$ cat src/rtl/shift_arb24.sv
// Two-requester arbiter sharing one external 24-bit right shifter; clamps amounts to 24.
// Optional sticky generation enabled by defining SHIFT_ARB24_STICKY_EN.
module shift_arb24 #(
  parameter int AMT_W      = 8,
  parameter bit PRIO_FIXED = 1'b0
) (
  input  logic             clk,
  input  logic             rst,
  input  logic             req0_valid,
  output logic             req0_ready,
  input  logic [23:0]      req0_data,
  input  logic [AMT_W-1:0] req0_amt,
  input  logic             req1_valid,
  output logic             req1_ready,
  input  logic [23:0]      req1_data,
  input  logic [AMT_W-1:0] req1_amt,
  output logic [23:0]      shf_in,
  output logic [4:0]       shf_sel,
  input  logic [23:0]      shf_out,
  output logic             rsp_valid,
  input  logic             rsp_ready,
  output logic [23:0]      rsp_data,
  output logic             rsp_sticky,
  output logic             rsp_id,
  output logic             busy
);

  typedef enum logic [1:0] {IDLE, SHIFT, RESP} state_t;

  state_t           state_q;
  logic             last_q;
  logic [23:0]      data_q, rdata_q;
  logic [4:0]       sel_q;
  logic             id_q, rid_q, rsp_valid_q, sticky_q;

  logic             idle, pick1, gnt0, gnt1;
  logic [AMT_W-1:0] win_amt;
  logic [23:0]      win_data;
  logic [4:0]       amt_c;
  logic             sticky_d;

  // pick1 selects requester 1 as the winner; only meaningful while idle
  always_comb begin
    idle     = (state_q == IDLE);
    if (PRIO_FIXED)
      pick1  = req1_valid & ~req0_valid;
    else
      pick1  = req1_valid & (~req0_valid | ~last_q);
    gnt0     = idle & req0_valid & ~pick1;
    gnt1     = idle & pick1;
    win_amt  = pick1 ? req1_amt  : req0_amt;
    win_data = pick1 ? req1_data : req0_data;
    amt_c    = (win_amt >= AMT_W'(24)) ? 5'd24 : win_amt[4:0];
  end

`ifdef SHIFT_ARB24_STICKY_EN
  // sel_q=24 shifts the 1 out entirely, so the subtraction wraps to all ones
  logic [23:0] mask;
  always_comb begin
    mask     = (24'd1 << sel_q) - 24'd1;
    sticky_d = |(data_q & mask);
  end
`else
  always_comb sticky_d = 1'b0;
`endif

  always_ff @(posedge clk) begin
    if (rst) begin
      state_q     <= IDLE;
      last_q      <= 1'b1;
      data_q      <= '0;
      sel_q       <= '0;
      id_q        <= 1'b0;
      rdata_q     <= '0;
      rid_q       <= 1'b0;
      sticky_q    <= 1'b0;
      rsp_valid_q <= 1'b0;
    end else begin
      case (state_q)
        IDLE: if (gnt0 | gnt1) begin
          data_q  <= win_data;
          sel_q   <= amt_c;
          id_q    <= pick1;
          last_q  <= pick1;
          state_q <= SHIFT;
        end
        SHIFT: begin
          rdata_q     <= shf_out;
          sticky_q    <= sticky_d;
          rid_q       <= id_q;
          rsp_valid_q <= 1'b1;
          state_q     <= RESP;
        end
        RESP: if (rsp_ready) begin
          rsp_valid_q <= 1'b0;
          state_q     <= IDLE;
        end
        default: state_q <= IDLE;
      endcase
    end
  end

  assign req0_ready = gnt0;
  assign req1_ready = gnt1;
  assign shf_in     = data_q;
  assign shf_sel    = sel_q;
  assign rsp_valid  = rsp_valid_q;
  assign rsp_data   = rdata_q;
  assign rsp_sticky = sticky_q;
  assign rsp_id     = rid_q;
  assign busy       = (state_q != IDLE);

endmodule

$ cat config.mk
export PLATFORM = sky130hd
export DESIGN_NAME = shift_arb24
export DESIGN_NICKNAME = d
export VERILOG_FILES = /design/src/rtl/shift_arb24.sv
export SDC_FILE = /design/constraint.sdc
export NUM_CORES = 1
export LEC_CHECK = 0
export CAP_MARGIN = 20
export CORE_ASPECT_RATIO = 1.1
export CORE_MARGIN = 2
export CORE_UTILIZATION = 39
export CTS_CLUSTER_SIZE = 24
export DETAILED_ROUTE_END_ITERATION = 10
export PLACE_DENSITY = 0.85
export SETUP_SLACK_MARGIN = 0.02
export SLEW_MARGIN = 5
export SYNTH_ARGS = -nofsm -noshare
export SYNTH_HDL_FRONTEND = slang
export SYNTH_SLANG_ARGS = --single-unit
$ cat constraint.sdc
create_clock -name clk -period 3.5 [get_ports clk]
set_input_delay 0.35 -clock clk [delete_from_list [all_inputs] [get_ports clk]]
set_output_delay 0.35 -clock clk [all_outputs]
set_load 0.005 [all_outputs]
# Word level (Yosys, flattened, before mapping)
# Cells that the tools add are included.
# totals
input_bits,93
register_bits,59
word_cells,36
# classes
reduce_logical,6
muxes,8
eq_ne,4
n_lt_le_gt_ge,1
n_bitwise,9
# op_table
op,n
$mux W24,1
$ge A8 B5 Y1 const B,1
$mux W8,1
$pmux W2 S3,1
$reduce_and A2 Y1,3
$mux W5,1
$and A1 B1 Y1,4
$mux W2,2
$reduce_bool A2 Y1,2
$not A1 Y1,3
$eq A2 B1 Y1 const B,1
$eq A2 B2 Y1 const B,1
$logic_not A2 Y1,1
$ne A2 B1 Y1 const B,1
$ne A2 B2 Y1 const B,1
$or A1 B1 Y1,2
$pmux W1 S2,1
$mux W1,1

# Depth between registers and ports, before layout
# Gate-level depths: netlist of the first run.
# logic_depth
ltp_word,8
mapped_depth,6
depth_no_buf,4

# Worst setup path before layout of the first run
# Ideal clock, no wire load.
# synth_timing
path_type,in2reg
from,in req1_valid
to,reg sel_q[0] (netlist: shf_sel[0])
stages,4
path_slack_ns,2.056
setup_ns,0.079
path_buffers,0
required_time_ns,3.421
arrival_ns,1.365
path_cell_list,a21boi_1 -> or4_4 -> a2111o_1 -> o211ai_1
# synth_via
elab_chain_cells,5
word_cells_on_any_way,9
classes_between,1 x order compare; 2 x mux; 5 x bitwise; 1 x reduce/logical
# synth_lines
element,line_no,rtl
"start, declared",13,"input logic req1_valid,"
$and A1 B1 Y1 (*),48,pick1 = req1_valid & (~req0_valid | ~last_q);
"parallel branches: the longest is 4 deep, another holds $ge A8 B5 Y1",-,
"end signal, assigned",82,sel_q <= amt_c;
"end, declared",33,logic [4:0] sel_q;
# Mark *: on every way between the ends.
# A chain may end at the register's enable or synchronous reset.

# Worst setup path in the final report of the first run
# layout_timing
from,in req1_valid
to,out req1_ready
# layout_via
elab_chain_cells,2
# layout_lines
element,line_no,rtl
$and A1 B1 Y1,48,
$and A1 B1 Y1,50,gnt1 = idle & pick1;
"end, declared",14,"output logic req1_ready,"
# Every way passes these cells.

==> results of run 1 <==
report_power, final:
part | internal, mW | switching [mW]
logic | 0.255 | 0.168
clock network | 0.294 | 0.236
registers | 0.734 | 0.0334
total | 1.28 | 0.438
layout by cell type, fill, tap and decap left out, types with 2 or more instances in the layout:
cell type	netlist	layout
clkdlybuf4s50_1	0	149
dfxtp_1	59	59
nand2_1	55	55
nor2_1	30	30
a21oi_1	29	29
mux2i_1	24	24
a211oi_1	24	24
clkbuf_8	0	11
inv_1	5	5
nand3b_1	4	4
nand4_1	3	3
o211ai_1	3	3
clkbuf_1	13	3
o21ai_1	2	2
clkinv_2	0	2
buf_4	3	2
cell type report:
cell class / instances / area (um2)
inverters: 5 / 18.8
repair buffers: 152 / 1510
well taps: 80 / 100
clock inverters: 2 / 10.0
clock buffers: 14 / 163
flip-flops and latches: 59 / 1180
multi-input cells: 191 / 1110
fillers: 529 / 1990
Yosys cell counts, drive strengths merged:
cell	instances	share of area, %
dfxtp	59	49
nand2	55	8.6
nor2	31	4.9
a21oi	29	6.0
a211oi	24	7.5
mux2i	24	10
clkbuf	14	2.3
buf	8	1.9
inv	5	0.78
nand3b	4	1.2
nand4	3	0.78
o211ai	3	0.94
a21boi	2	0.62
o21ai	2	0.42
or4	2	0.78
a2111o	1	0.47
a211o	1	0.36
a311o	1	0.42
and2	1	0.26
clkdlybuf4s15	1	0.42
conb	1	0.16
nand2b	1	0.26
nor2b	1	0.26
nor3	1	0.21
nor4	1	0.26
o21a	1	0.31
o221ai	1	0.36
or3b	1	0.36
flip-flops by register name (all words and copies together) (netlist names):
signal / flops
rsp_valid: 1
last_q: 1
id_q: 1
state_q: 2
shf_in: 24
rsp_id: 1
shf_sel: 5
rsp_data: 24
routing by layer:
metal  GRT usage, %  wire, um  up-vias
li1               -         -     1238
met1           22.4      2740     1101
met2           32.5      3330      112
met3           10.4       748        4
met4           7.37        58        0
met5              0         0        -
worst max-delay path: cells and delay by family:
kind | cells | cell delay [ps]
AO/OA/AOI/OAI | 1 | 580
buffers and inverters | 2 | 1060
AND/OR/NAND/NOR | 1 | 250
stage by stage:
stage	total power [mW]	hold WS (ps)	worst slack (ps)
after global routing	1.83	475	839
after detailed placement	1.21	448	915
after CTS	1.75	456	915
after floorplan	0.950	432	2060
final	1.72	452	909
after global placement	1.20	442	965
final timing paths:
path | from | to | slack, ps | depth (start not counted)
max | req1_valid | req1_ready | 910 | 4
min | id_q | rsp_id | 450 | 2
max reg2reg | state_q[1] | shf_sel[4] | 1540 | 4
min reg2reg | id_q | rsp_id | 450 | 2
kinds of logic (layout without fill, tap and decap cells):
logic type	Yosys count	count (layout)	share of synthesized area, %
AND/OR/NAND/NOR	101	101	17.9
flip-flops	59	59	49.1
other	1	1	0.156
buffers and inverters	28	173	5.46
AO/OA/AOI/OAI	65	65	17.4
multiplexers	24	24	9.98
==> qor.yml, run 1 <==
clock_tree:
  ctsHoldBuffers: 0
  clk_pin_slew_ps: 60
  cts_sinks: 59
  postCtsSetupBuffers: 0
  clkLatencyLatePin_ps: 310
  cts-root-buf: "clkbuf_8"
  cts-htree-levels: 3
  cts_resized: 0
  cts_buffers: 9
  clockBufferDepth: 2
  cts_tree: "done"
detailed_routing:
  drt_iter0_markers: 61
  vias_per_cell: 4.88
  wl_um: 6870
  ant_nets: 0
  post_drt_wl_per_cell_um: 13.7
  drt_pass1_iterations: 4
  drc: 0
  dr_total_vias: 2455
global_route:
  grt_usage_pct: 20.0
  antenna_found_initial: 0
  globalRouteOverflowTotal: 0
  grt_pass1_wl_um: 10600
  grt_start_max_net_pins: 53
  grt_pass1_vias: 2320
place:
  place.gp.congestion: 0.756
  hpwl_um: 5190
  placed_cell_area_um2: 3920
  port-buffer-count: 150
  placed_cells: 487
synthesis:
  syn_area_um2: 2410
  syn_inst: 278
  syn_area_per_cell_um2: 8.66
  syn-num-nets: 371
  ys_seq_area_share_pct: 49.1
  synth.distinct_cells: 34
  yosysWarnings: 0
  ys_ff_latch: 59
critical_path:
  crit_type: "in -> out"
  crit_arrival_ps: 2240
  critPathRequiredTime_ps: 3150
  cpMostUsedCell: "clkdlybuf4s50_1"
  cp-end-kind: "primary output"
  slowest_stage: "a21boi_4"
  slowest_delay_ps: 580
  cp_max_fo: 18
  path_cells: "clkdlybuf4s50_1, a21boi_4, and2_1, clkdlybuf4s50_1"
  start_kind: "primary input"
die:
  initial_core_util_pct: 39.6
  die_x_um: 78.9
  rows: 30
  coreArea_um2: 6080
  die-area_um2: 6820
  ioPinCount: 152
  fp.dieH_um: 86.4
job:
  maxCapViolations: 0
final_layout:
  final_util_pct: 67.3
  n_antenna_cell: 0
  drive_above_1_share_pct: 4.96
  final_nets: 511
  fin_cells: 503
  synthToLayoutAreaGrowth_pct: 70.1
  stdcell_area_um2: 4090
timing:
  timing.final.crit_share_pct: 74.0
  finalSetupViolations: 0
  slew_viol_final: 0
  slew_headroom_pct: 32.8
  final.setup.tns_ps: 0
  clock_skew_ps: 4.35
  hold_viol_final: 0
  finalCriticalPeriod_ps: 2590
  tightestPinTransition_ps: 1000
  max_freq_ghz: 0.386
  rsz0062_at_grt: "no"
pwr:
  ir_worst_vdd_mv: 0.236
  power.density_nw_per_um2: 420
  power_leakage_nw: 1.52
status:
  status: "finished clean"
hold_path:
  min_path_type: "reg -> reg"
No activity file was read; power rests on OpenSTA's default activity.
==> run 2, diff against run 1 <==
--- a/config.mk
+++ b/config.mk
@@ -8,10 +8,10 @@
 export CAP_MARGIN = 20
 export CORE_ASPECT_RATIO = 1.1
 export CORE_MARGIN = 2
-export CORE_UTILIZATION = 39
+export CORE_UTILIZATION = 36
 export CTS_CLUSTER_SIZE = 24
 export DETAILED_ROUTE_END_ITERATION = 10
-export PLACE_DENSITY = 0.85
+export PLACE_DENSITY = 0.79
 export SETUP_SLACK_MARGIN = 0.02
 export SLEW_MARGIN = 5
 export SYNTH_ARGS = -nofsm -noshare
==> constraint.sdc (replaced) <==
create_clock -name clk -period 2.49 [get_ports clk]
set_input_delay 0.249 -clock clk [delete_from_list [all_inputs] [get_ports clk]]
set_output_delay 0.249 -clock clk [all_outputs]
set_load 0.005 [all_outputs]
==> run 2 against run 1 <==
Net effect: cell count rose by 0.99%; clock skew increased by 0.74 ps; flip-flop and latch count unchanged; sequential power increased by 41%.
==> qor.yml, run 2 (synthesis gave the netlist of run 1 again) <==
timing:
  finalCriticalPeriod_ps: 2020
  timing.final.crit_share_pct: 81.3
  slew_viol_final: 0
  hold_viol_final: 0
  clock_skew_ps: 5.09
  slew_headroom_pct: 55.2
  max_freq_ghz: 0.494
  tightestPinTransition_ps: 672
  final.setup.tns_ps: 0
  setup_ws_ps: 466
  rsz0062_at_grt: "no"
  finalSetupViolations: 0
detailed_routing:
  drt_iter0_markers: 63
  vias_per_cell: 4.85
  drt_pass1_iterations: 4
  ant_nets: 0
  dr_total_vias: 2464
  wl_um: 6710
  post_drt_wl_per_cell_um: 13.2
  drc: 0
critical_path:
  cp_max_fo: 8
  crit_type: "in -> out"
  startpoint: "req1_valid"
  r2r_end: "shf_in[19]"
  rr_startpoint: "state_q[1]"
  crit_arrival_ps: 1780
  crit_end: "req1_ready"
  start_kind: "primary input"
  ff2ff_path_depth: 5
  rrSetupSlack_ps: 830
  critPathRequiredTime_ps: 2240
  cp-end-kind: "primary output"
die:
  rows: 31
  die_x_um: 82.0
  fp.dieH_um: 89.8
  coreArea_um2: 6520
  ioPinCount: 152
  die-area_um2: 7360
  initial_core_util_pct: 36.9
global_route:
  grt_pass1_vias: 2311
  grt_usage_pct: 18.2
  grt_pass1_wl_um: 10400
  grt_start_max_net_pins: 37
  globalRouteOverflowTotal: 0
  antenna_found_initial: 0
final_layout:
  drive_above_1_share_pct: 6.34
  synthToLayoutAreaGrowth_pct: 73.9
  final_cell_mix: "149 x clkdlybuf4s50_1, 59 x dfxtp_1, 55 x nand2_1, 30 x nor2_1, 29 x a21oi_1"
  n_antenna_cell: 0
  final_nets: 514
  layout_commonest_cell: "clkdlybuf4s50_1"
place:
  post-place-ws_ps: 464
  hpwl_um: 5100
  place.gp.congestion: 0.766
  port-buffer-count: 150
clock_tree:
  cts-htree-levels: 3
  cts_tree: "done"
  cts-root-buf: "clkbuf_8"
  clkLatencyLatePin_ps: 320
  clk_pin_slew_ps: 70
  cts_resized: 0
  clockBufferDepth: 2
  ctsHoldBuffers: 0
  cts_sinks: 59
  postCtsSetupBuffers: 0
  cts_buffers: 9
job:
  maxCapViolations: 0
pwr:
  power.density_nw_per_um2: 634
  ir_worst_vdd_mv: 0.398
  power_leakage_nw: 1.57
status:
  status: "finished clean"
hold_path:
  min_path_type: "reg -> reg"
## run 2: changes by cell type in the layout (fill, tap and decap cells not counted), sizes merged
cell	change
clkinv	+1
buf	+3
bufinv	+2
clkbuf	-3
## run 2: worst min-delay path by stage
stage | start | end | slack, ps | depth (start not counted)
floorplan | shf_out[0] | rsp_data[0] | 380 | 2
global placement | rsp_data[20] | rsp_data[20] | 440 | 2
detailed placement | rsp_id | rsp_id | 450 | 2
CTS | rsp_id | rsp_id | 460 | 2
global route | shf_out[23] | rsp_data[23] | 460 | 3
finish | rsp_data[11] | rsp_data[11] | 450 | 2
## run 2: report_power, final
part	switching [mW]	leakage (nW)	internal (mW)	total (mW)
registers	0.0455	0.486	1.03	1.08
logic	0.234	0.966	0.369	0.603
clock network	0.360	0.119	0.613	0.973
total	0.640	1.57	2.01	2.65
## run 2: through the flow
stage / power (mW) / utilization, % / hold slack [ps] / area (um2) / cells
finish: 2.65 / 64.2 / 455 / 4190 / 508
global route: 2.79 / 64.2 / 462 / 4190 / 508
CTS: 2.69 / 64.2 / 458 / 4190 / 508
detailed placement: 1.71 / 60.8 / 448 / 3960 / 492
global placement: 1.69 / 60.8 / 442 / 3960 / 492
floorplan: 1.34 / - / 385 / 2410 / 278
## run 2: layout make-up
cell class,count,area (um2)
fillers,562,2330
clock inverters,5,75.1
inverters,5,18.8
multi-input cells,191,1110
repair buffers,155,1550
well taps,82,103
clock buffers,11,151
flip-flops and latches,59,1180
## run 2: per-layer routing
metal | vias up | track usage (%) | routed length (um)
met2 | 110 | 29.7 | 3150
met4 | 0 | 5.97 | 110
met1 | 1102 | 19.9 | 2680
met5 | - | 0 | 0
met3 | 10 | 9.94 | 777
li1 | 1242 | - | -
## run 2: critical path, cell delays in order
cell and delay (ps):
clkdlybuf4s50_1 520, a21boi_4 280, and2_1 180, clkdlybuf4s50_1 540
